### src/rtl/shift_seq_pkg.sv
// Shared types for the shift sequencer: fill modes, FSM states and the default width.
// The fill-bit helper encodes what enters bit 0 of the register on every shift.
package shift_seq_pkg;

  localparam int DEFAULT_WIDTH = 8;

  typedef enum logic [1:0] {
    MODE_ZERO   = 2'd0,
    MODE_ONE    = 2'd1,
    MODE_SERIAL = 2'd2,
    MODE_ROTATE = 2'd3
  } fill_mode_e;

  typedef enum logic [1:0] {
    ST_IDLE  = 2'd0,
    ST_LOAD  = 2'd1,
    ST_SHIFT = 2'd2,
    ST_DONE  = 2'd3
  } state_e;

  function automatic logic fill_bit(fill_mode_e mode, logic serial_bit, logic msb);
    logic bit_v;
    case (mode)
      MODE_ZERO:   bit_v = 1'b0;
      MODE_ONE:    bit_v = 1'b1;
      MODE_SERIAL: bit_v = serial_bit;
      MODE_ROTATE: bit_v = msb;
      default:     bit_v = 1'b0;
    endcase
    return bit_v;
  endfunction

endpackage

### src/rtl/shift_sequencer_if.sv
// Request and register-control bundle of the shift sequencer.
// The abort/aborted pair exists only when SHIFT_SEQUENCER_ABORT_EN is defined.
interface shift_sequencer_if #(
  parameter int WIDTH = shift_seq_pkg::DEFAULT_WIDTH
);
  localparam int CNT_W = $clog2(WIDTH + 1);

  logic             start;
  logic [WIDTH-1:0] start_data;
  logic [CNT_W-1:0] start_count;
  logic [1:0]       start_mode;
  logic             serial_in;
  logic [WIDTH-1:0] reg_q;
  logic             ready;
  logic             busy;
  logic             done;
  logic             ser_req;
  logic             reg_load;
  logic [WIDTH-1:0] reg_load_data;
  logic             reg_shift;
  logic             reg_d0;
  logic [CNT_W-1:0] shifts_left;
`ifdef SHIFT_SEQUENCER_ABORT_EN
  logic             abort;
  logic             aborted;
`endif

  modport master (
    output start, start_data, start_count, start_mode, serial_in, reg_q,
`ifdef SHIFT_SEQUENCER_ABORT_EN
    output abort,
    input  aborted,
`endif
    input  ready, busy, done, ser_req, reg_load, reg_load_data, reg_shift, reg_d0, shifts_left
  );

  modport slave (
    input  start, start_data, start_count, start_mode, serial_in, reg_q,
`ifdef SHIFT_SEQUENCER_ABORT_EN
    input  abort,
    output aborted,
`endif
    output ready, busy, done, ser_req, reg_load, reg_load_data, reg_shift, reg_d0, shifts_left
  );

endinterface

### src/rtl/shift_counter.sv
// Loadable down-counter for the remaining shifts; a load above WIDTH clamps to WIDTH.
// zero_o/one_o let the FSM decide its exit without its own compare logic.
module shift_counter
  import shift_seq_pkg::*;
#(
  parameter int WIDTH = DEFAULT_WIDTH,
  parameter int CNT_W = $clog2(WIDTH + 1)
) (
  input  logic             clk,
  input  logic             reset,
  input  logic             load_i,
  input  logic [CNT_W-1:0] load_val_i,
  input  logic             dec_i,
  output logic [CNT_W-1:0] count_o,
  output logic             zero_o,
  output logic             one_o
);
  localparam logic [CNT_W-1:0] MAX_CNT = CNT_W'(WIDTH);
  localparam logic [CNT_W-1:0] ONE_CNT = CNT_W'(1);

  logic [CNT_W-1:0] count_q, count_d;

  // next count: clamped load, or decrement that saturates at zero
  always_comb begin
    count_d = count_q;
    if (load_i) begin
      count_d = (load_val_i > MAX_CNT) ? MAX_CNT : load_val_i;
    end else if (dec_i && (count_q != {CNT_W{1'b0}})) begin
      count_d = count_q - ONE_CNT;
    end else begin
      count_d = count_q;
    end
  end

  // count register
  always_ff @(posedge clk) begin
    if (reset) begin
      count_q <= {CNT_W{1'b0}};
    end else begin
      count_q <= count_d;
    end
  end

  assign count_o = count_q;
  assign zero_o  = (count_q == {CNT_W{1'b0}});
  assign one_o   = (count_q == ONE_CNT);

endmodule

### src/rtl/shift_sequencer.sv
// Sequences one left-shift register through load then N shifts, then pulses done.
// Optional abort path is enabled by defining SHIFT_SEQUENCER_ABORT_EN.
module shift_sequencer
  import shift_seq_pkg::*;
#(
  parameter int WIDTH = DEFAULT_WIDTH
) (
  input logic              clk,
  input logic              reset,
  shift_sequencer_if.slave bus
);
  localparam int CNT_W = $clog2(WIDTH + 1);

  state_e           state_q, state_d;
  fill_mode_e       mode_q;
  logic [WIDTH-1:0] load_data_q;
  logic             ready_q, busy_q, done_q, load_q, shift_q, ser_req_q;
  logic             accept_s, dec_s, abort_s, cnt_zero_s, cnt_one_s, d0_s;
  logic [CNT_W-1:0] cnt_s;
  logic             unused_s;

`ifdef SHIFT_SEQUENCER_ABORT_EN
  logic aborted_q;
  assign abort_s     = bus.abort;
  assign bus.aborted = aborted_q;
`else
  assign abort_s = 1'b0;
`endif

  shift_counter #(
    .WIDTH (WIDTH),
    .CNT_W (CNT_W)
  ) u_counter (
    .clk        (clk),
    .reset      (reset),
    .load_i     (accept_s),
    .load_val_i (bus.start_count),
    .dec_i      (dec_s),
    .count_o    (cnt_s),
    .zero_o     (cnt_zero_s),
    .one_o      (cnt_one_s)
  );

  // next-state selection; abort outranks the normal LOAD/SHIFT exits
  always_comb begin
    state_d  = state_q;
    accept_s = 1'b0;
    dec_s    = 1'b0;
    case (state_q)
      ST_IDLE: begin
        if (bus.start) begin
          accept_s = 1'b1;
          state_d  = ST_LOAD;
        end else begin
          state_d  = ST_IDLE;
        end
      end
      ST_LOAD: begin
        if (abort_s)         state_d = ST_IDLE;
        else if (cnt_zero_s) state_d = ST_DONE;
        else                 state_d = ST_SHIFT;
      end
      ST_SHIFT: begin
        dec_s = 1'b1;
        if (abort_s)        state_d = ST_IDLE;
        else if (cnt_one_s) state_d = ST_DONE;
        else                state_d = ST_SHIFT;
      end
      ST_DONE: state_d = ST_IDLE;
      default: state_d = ST_IDLE;
    endcase
  end

  // state plus registered output decodes of the next state
  always_ff @(posedge clk) begin
    if (reset) begin
      state_q     <= ST_IDLE;
      mode_q      <= MODE_ZERO;
      load_data_q <= {WIDTH{1'b0}};
      ready_q     <= 1'b1;
      busy_q      <= 1'b0;
      done_q      <= 1'b0;
      load_q      <= 1'b0;
      shift_q     <= 1'b0;
      ser_req_q   <= 1'b0;
`ifdef SHIFT_SEQUENCER_ABORT_EN
      aborted_q   <= 1'b0;
`endif
    end else begin
      state_q   <= state_d;
      ready_q   <= (state_d == ST_IDLE);
      busy_q    <= (state_d != ST_IDLE);
      done_q    <= (state_d == ST_DONE);
      load_q    <= (state_d == ST_LOAD);
      shift_q   <= (state_d == ST_SHIFT);
      ser_req_q <= (state_d == ST_SHIFT) && (mode_q == MODE_SERIAL);
      if (accept_s) begin
        load_data_q <= bus.start_data;
        mode_q      <= fill_mode_e'(bus.start_mode);
      end
`ifdef SHIFT_SEQUENCER_ABORT_EN
      aborted_q <= abort_s && ((state_q == ST_LOAD) || (state_q == ST_SHIFT));
`endif
    end
  end

  // D0 follows serial_in / register MSB combinationally while shifting
  always_comb begin
    d0_s = 1'b0;
    if (shift_q) begin
      d0_s = fill_bit(mode_q, bus.serial_in, bus.reg_q[WIDTH-1]);
    end else begin
      d0_s = 1'b0;
    end
  end

  assign unused_s          = ^bus.reg_q[WIDTH-2:0];
  assign bus.ready         = ready_q;
  assign bus.busy          = busy_q;
  assign bus.done          = done_q;
  assign bus.ser_req       = ser_req_q;
  assign bus.reg_load      = load_q;
  assign bus.reg_load_data = load_data_q;
  assign bus.reg_shift     = shift_q;
  assign bus.reg_d0        = d0_s;
  assign bus.shifts_left   = cnt_s;

endmodule

### src/flat_wrapper.sv
// flat-port wrapper written by rule: the top's interface ports become plain ports
module shift_sequencer_flat import shift_seq_pkg::*;
#(
  parameter int WIDTH = DEFAULT_WIDTH
)
  (clk, reset, bus_start, bus_start_data, bus_start_count, bus_start_mode, bus_serial_in, bus_reg_q, bus_ready, bus_busy, bus_done, bus_ser_req, bus_reg_load, bus_reg_load_data, bus_reg_shift, bus_reg_d0, bus_shifts_left);
  shift_sequencer_if #(.WIDTH(WIDTH)) bus_i ();
  input logic clk;
  input logic reset;
  input wire logic [$bits(bus_i.start)-1:0] bus_start;
  input wire logic [$bits(bus_i.start_data)-1:0] bus_start_data;
  input wire logic [$bits(bus_i.start_count)-1:0] bus_start_count;
  input wire logic [$bits(bus_i.start_mode)-1:0] bus_start_mode;
  input wire logic [$bits(bus_i.serial_in)-1:0] bus_serial_in;
  input wire logic [$bits(bus_i.reg_q)-1:0] bus_reg_q;
  output wire logic [$bits(bus_i.ready)-1:0] bus_ready;
  output wire logic [$bits(bus_i.busy)-1:0] bus_busy;
  output wire logic [$bits(bus_i.done)-1:0] bus_done;
  output wire logic [$bits(bus_i.ser_req)-1:0] bus_ser_req;
  output wire logic [$bits(bus_i.reg_load)-1:0] bus_reg_load;
  output wire logic [$bits(bus_i.reg_load_data)-1:0] bus_reg_load_data;
  output wire logic [$bits(bus_i.reg_shift)-1:0] bus_reg_shift;
  output wire logic [$bits(bus_i.reg_d0)-1:0] bus_reg_d0;
  output wire logic [$bits(bus_i.shifts_left)-1:0] bus_shifts_left;
  assign bus_i.start = bus_start;
  assign bus_i.start_data = bus_start_data;
  assign bus_i.start_count = bus_start_count;
  assign bus_i.start_mode = bus_start_mode;
  assign bus_i.serial_in = bus_serial_in;
  assign bus_i.reg_q = bus_reg_q;
  assign bus_ready = bus_i.ready;
  assign bus_busy = bus_i.busy;
  assign bus_done = bus_i.done;
  assign bus_ser_req = bus_i.ser_req;
  assign bus_reg_load = bus_i.reg_load;
  assign bus_reg_load_data = bus_i.reg_load_data;
  assign bus_reg_shift = bus_i.reg_shift;
  assign bus_reg_d0 = bus_i.reg_d0;
  assign bus_shifts_left = bus_i.shifts_left;
  shift_sequencer #(.WIDTH(WIDTH)) u_core (.clk(clk), .reset(reset), .bus(bus_i));
endmodule
### config.mk
export PLATFORM = sky130hd
export DESIGN_NAME = shift_sequencer_flat
export DESIGN_NICKNAME = d
export VERILOG_FILES = /design/src/rtl/shift_seq_pkg.sv /design/src/rtl/shift_sequencer_if.sv /design/src/rtl/shift_counter.sv /design/src/rtl/shift_sequencer.sv /design/src/flat_wrapper.sv
export SDC_FILE = /design/constraint.sdc
export NUM_CORES = 1
export LEC_CHECK = 0
export CORE_MARGIN = 8
export CORE_UTILIZATION = 40
export DETAILED_ROUTE_END_ITERATION = 8
export GPL_TIMING_DRIVEN = 0
export PLACE_DENSITY = 0.78
export SLEW_MARGIN = 20
export SYNTH_ARGS = -nofsm -noshare
export SYNTH_HDL_FRONTEND = slang
export SYNTH_HIERARCHICAL = 1
export SYNTH_SLANG_ARGS = --single-unit
### constraint.sdc
create_clock -name clk -period 2.2 [get_ports clk]
set_input_delay 0.22 -clock clk [delete_from_list [all_inputs] [get_ports clk]]
set_output_delay 0.22 -clock clk [all_outputs]
set_load 0.005 [all_outputs]
# Yosys cells after proc, flatten, opt, wreduce, memory -nomap -nowiden
# Index checks and enable logic that the tools add are counted.
word_totals:
  word_cells: 43
  output_inout_bits: 19
  reg_bits: 22
  in_bits: 26
classes:
  n_mux: 12
  n_eq_ne: 10
  reduce_logical: 9
  n_lt_le_gt_ge: 1
  add_sub_neg: 1
ops:
  columns: ["op", "count"]
  rows:
  - ["2-bit == test, second input constant", 6]
  - ["4-bit two-way mux", 3]
  - ["2-bit case mux with 4 select lines", 1]
  - ["1-bit two-way mux", 7]
  - ["2-bit by 1-bit == test with 1-bit output, second input constant", 3]
  - ["2-bit logical NOT", 3]
  - ["4-bit by 1-bit == test with 1-bit output, second input constant", 1]
  - ["4-bit > comparator, second input constant", 1]
  - ["4-bit logical NOT", 1]
  - ["1-bit case mux with 4 select lines", 1]
  - ["2-bit nonzero test", 2]
  - ["4-bit nonzero test", 1]
  - ["4-bit by 1-bit subtractor with 4-bit output, second input constant", 1]
  - ["1-bit logical AND", 2]

# Depth between registers and ports, before layout
logic_depth:
  ltp_word: 5
  mapped_depth: 8
  depth_no_buf: 7

# Hierarchy
# The synthesis kept the hierarchy.
modules_own_cells:
  columns: ["mod", "cells_each", "n_inst", "area_per_inst_um2", "seq_area_each_um2"]
  rows:
  - ["shift_sequencer", 77, 1, 695.7, 360.3]
  - ["shift_counter", 31, 1, 281.5, 80.1]

# Least setup slack after synthesis
# OpenSTA, ideal clock, no wires.
synth_path:
  kind: "reg2reg"
  startpoint: "register u_core.u_counter.count_q[0] (netlist: u_core/u_counter/count_o[0])"
  endpoint: "register u_core.ready_q (netlist: u_core/bus.ready)"
  path_buffers: 0
  period_less_slack_ns: 1.613
  stages_incl_launch_ff: 8
  arrival_time_ns: 1.499
  path_slack_ns: 0.587
  required_ns: 2.086
  setup_ns: 0.114
  cell_sequence: "dfxtp_1 > inv_1 > ha_1 > or3b_4 > inv_1 > a22oi_2 > o21a_2 > a21o_1"
synth_via:
  elab_chain_cells: 4
  elab_cells_between_ends: 6
  cone_classes: "1 x eq/ne; 3 x mux; 2 x reduce/logical"
synth_rtl:
  columns: ["item", "line_no", "rtl"]
  rows:
  - ["from (decl)", "shift_counter.sv:21", "logic [CNT_W-1:0] count_q, count_d;"]
  - ["from (signal assigned)", "shift_counter.sv:38", "count_q <= {CNT_W{1'b0}};"]
  - ["from (signal assigned)", "shift_counter.sv:40", "count_q <= count_d;"]
  - ["4-bit logical NOT", "shift_counter.sv:45", "assign zero_o = (count_q == {CNT_W{1'b0}});"]
  - ["via u_core.cnt_zero_s", "shift_sequencer.sv:18", "logic accept_s, dec_s, abort_s, cnt_zero_s, cnt_one_s, d0_s;"]
  - ["1-bit two-way mux", "shift_sequencer.sv:60", "else if (cnt_zero_s) state_d = ST_DONE;"]
  - ["2-bit case mux with 4 select lines", "shift_sequencer.sv:49", "case (state_q)"]
  - ["2-bit logical NOT", "shift_sequencer.sv:91", "ready_q <= (state_d == ST_IDLE);"]
  - ["to (signal assigned)", "shift_sequencer.sv:91", null]
  - ["to (decl)", "shift_sequencer.sv:17", "logic ready_q, busy_q, done_q, load_q, shift_q, ser_req_q;"]
# The timed path passes the listed nets, and every way through them passes these cells.
# A chain may end at the register's enable or synchronous reset.

# Final worst setup path
layout_path:
  startpoint: "register u_core.state_q[0]"
  endpoint: "register u_core.u_counter.count_q[1] (netlist: u_core/u_counter/count_o[1])"
layout_via:
  elab_cells_between_ends: 7
  cone_classes: "1 x eq/ne; 3 x mux; 3 x reduce/logical"
layout_rtl:
  columns: ["item", "line_no", "rtl"]
  rows:
  - ["from (decl)", "shift_sequencer.sv:14", "state_e state_q, state_d;"]
  - ["from (signal assigned)", "shift_sequencer.sv:90", "state_q <= state_d;"]
  - ["2-bit logical NOT (*)", "shift_sequencer.sv:49", null]
  - ["1-bit two-way mux (*)", "shift_sequencer.sv:49", null]
  - ["via u_core.accept_s", "shift_sequencer.sv:18", null]
  - ["4-bit two-way mux / 2-bit nonzero test (equally long branches)", null, null]
# The timed path passes the listed nets; every way through them passes the cells marked *.

==> impl_metrics.toml <==
[clock_network]
cts_setup_buffers = 0
cts.clk_slew.worst_paths_ns = 0.12
cts_tree = "yes"
htree_levels = 1
cts_root_buf = "clkbuf_4"
cts_buffers = 3
cts-hold-fix-buffers = 0
cts_resized = 0
insertion_delay_ns = 0.30
cts.sinks = 22
clock_path_buffers = 2

[synthesis]
synth_edf_count = 0
syn_inst = 108
syn-num-nets = 140
synth_area_leaders = "dfxtp_1, nand2_1, a21oi_1"
synth_top_area_cell = "dfxtp_1"
ys_seq_area_share_pct = 45.1
synth_ff_type = "dfxtp_1"
synth_top_area_share_pct = 45.1
synth_area_um2 = 977
synth_warnings = 6
post_synth.cell_area_avg_um2 = 9.05
async_flop_share_pct = 0
yosysUniqueCellTypes = 32
ys_seq_elements = 22

[power_and_ir_drop]
p_leak_nw = 0.555
vdd_drop_max_v = 0.000423
power-per-cell-area_nw_per_um2 = 663

[timing]
setup_viol = 0
fin_setup_tns_ns = 0
slew-limit-headroom_pct = 73.8
holdWs_ns = 0.451
rsz0062_at_grt = "no"
finClkSkew_ns = 0.00412
tightest_slew_ns = 0.388
setup_slack_ns = 0.400
finalCriticalPeriod_ns = 1.80
fmax_ghz = 0.555
slew_violations = 0
fin_crit_sh_pct = 81.8
hold_violations = 0

[worst_setup_path]
crit_required_ns = 2.40
crit_arrival_ns = 2.00
end_kind = "register"
crit_path_max_fanout = 14
start_kind = "register"
crit_type = "register to register"

[placed_design]
place_ws_ns = 0.269
place_hpwl_mm = 1.78
place.gp.congestion = 0.710
io_buffers = 37

[detailed_routing]
drtIter0Drc = 18
via_per_inst = 4.66
m1WireLength_um = 938
final_antenna_net_count = 0
drc = 0
wl_met3_um = 188
highest_layer = "met4"
wire_per_inst_um = 12.7
dr_total_vias = 835
wl_met2_mm = 1.13
wl_mm = 2.27
first_pass_iters = 4

[global_route]
grt_usage_pct = 11.8
grt_pass1_wl_mm = 4.07
grt_max_degree = 15
antenna_found_initial = 0
grt_pass1_vias = 901
gr-total-overflow = 0

[job]
drv_cap = 0

[finish]
multiInputGateArea_um2 = 475
mostFrequentLayoutCells = "clkdlybuf4s50_1, nand2_1, dfxtp_1"
nFillCells = 232
regArea_um2 = 440
diodes = 0
mostFrequentLayoutCell = "clkdlybuf4s50_1"
areaGrowthSynthToFinish_pct = 45.5
final_util_pct = 59.5
nets = 182
drive_above_1_share_pct = 11.4

[floorplan]
rows = 18
die_area_um2 = 4280
initial_utilization_pct = 40.9
coreArea_um2 = 2390
pin_count = 45
die_h_um = 65.4
die_w_um = 65.4

[outcome]
status = "finished, final reports clean"

[hold_path]
hp-class = "input port to register"
cells by family (layout without fill, tap and decap cells):
kind of cell | after synthesis | in the layout | synth area share [%]
simple gates | 40 | 40 | 22.5
mux | 1 | 1 | 1.02
buf+inv | 13 | 54 | 6.27
compound gates | 26 | 26 | 17.4
flops | 22 | 22 | 45.1
fa+ha+maj | 6 | 6 | 7.68
worst max-delay path, stage by stage, from the launching register on:
cell	delay, ns
dfxtp_1	0.33
inv_1	0.10
ha_1	0.16
nand2_1	0.08
inv_2	0.07
buf_6	0.15
inv_1	0.08
or4b_2	0.65
o41ai_2	0.08
through the flow:
stage                     std cells  area, µm²  power (mW)
after CTS                       179       1420       0.963
after global routing            179       1420        1.01
after detailed placement        175       1390       0.740
final                           179       1420       0.943
after global placement          175       1390       0.730
after floorplan                 108        977       0.610
Yosys cell counts, drive strengths merged (2+ instances only):
master  count
nor2        4
o21ai       3
buf         3
and3        2
a21boi      2
ha          6
a21oi      15
nand2      23
nand2b      2
dfxtp      22
inv        10
layout make-up:
type / instances / area share, %
plain buffers: 3 / 1.67
flip-flops and latches: 22 / 31.0
multi-input cells: 73 / 33.5
clock buffers: 4 / 2.55
repair buffers: 37 / 26.1
well taps: 30 / 2.64
inverters: 10 / 2.64
routing by layer:
metal | global-route usage (%) | vias to the layer above
met5 | 0 | -
met4 | 5.72 | 0
met3 | 5.10 | 2
met2 | 19.2 | 24
met1 | 12.8 | 366
li1 | - | 443
flip-flops by register name, summed over array words and instances, names as in the netlist:
name,flops
u_core/u_counter/count_o,4
u_core/mode_q,2
u_core/bus.reg_shift,1
u_core/bus.reg_load_data,8
u_core/bus.reg_load,1
u_core/bus.busy,1
u_core/bus.done,1
u_core/bus.ser_req,1
u_core/state_q,2
u_core/bus.ready,1
final timing paths:
check,slack (ns),startpoint,depth (start not counted),end
max,0.40,u_core/state_q[0]$_SDFF_PP0_,8,u_core/u_counter/count_o[1]$_SDFFE_PP0P_
min,0.45,bus_start_mode[1],3,u_core/mode_q[1]$_SDFFE_PP0P_
max reg2reg,0.40,u_core/state_q[0]$_SDFF_PP0_,8,u_core/u_counter/count_o[1]$_SDFFE_PP0P_
min reg2reg,0.46,u_core/bus.reg_load_data[5]$_SDFFE_PP0P_,2,u_core/bus.reg_load_data[5]$_SDFFE_PP0P_
report_power, final:
part | total, mW | switching [mW] | internal (mW)
logic | 0.269 | 0.121 | 0.148
clock network | 0.214 | 0.113 | 0.101
registers | 0.459 | 0.0228 | 0.437
(Power assumes the default switching activity.)
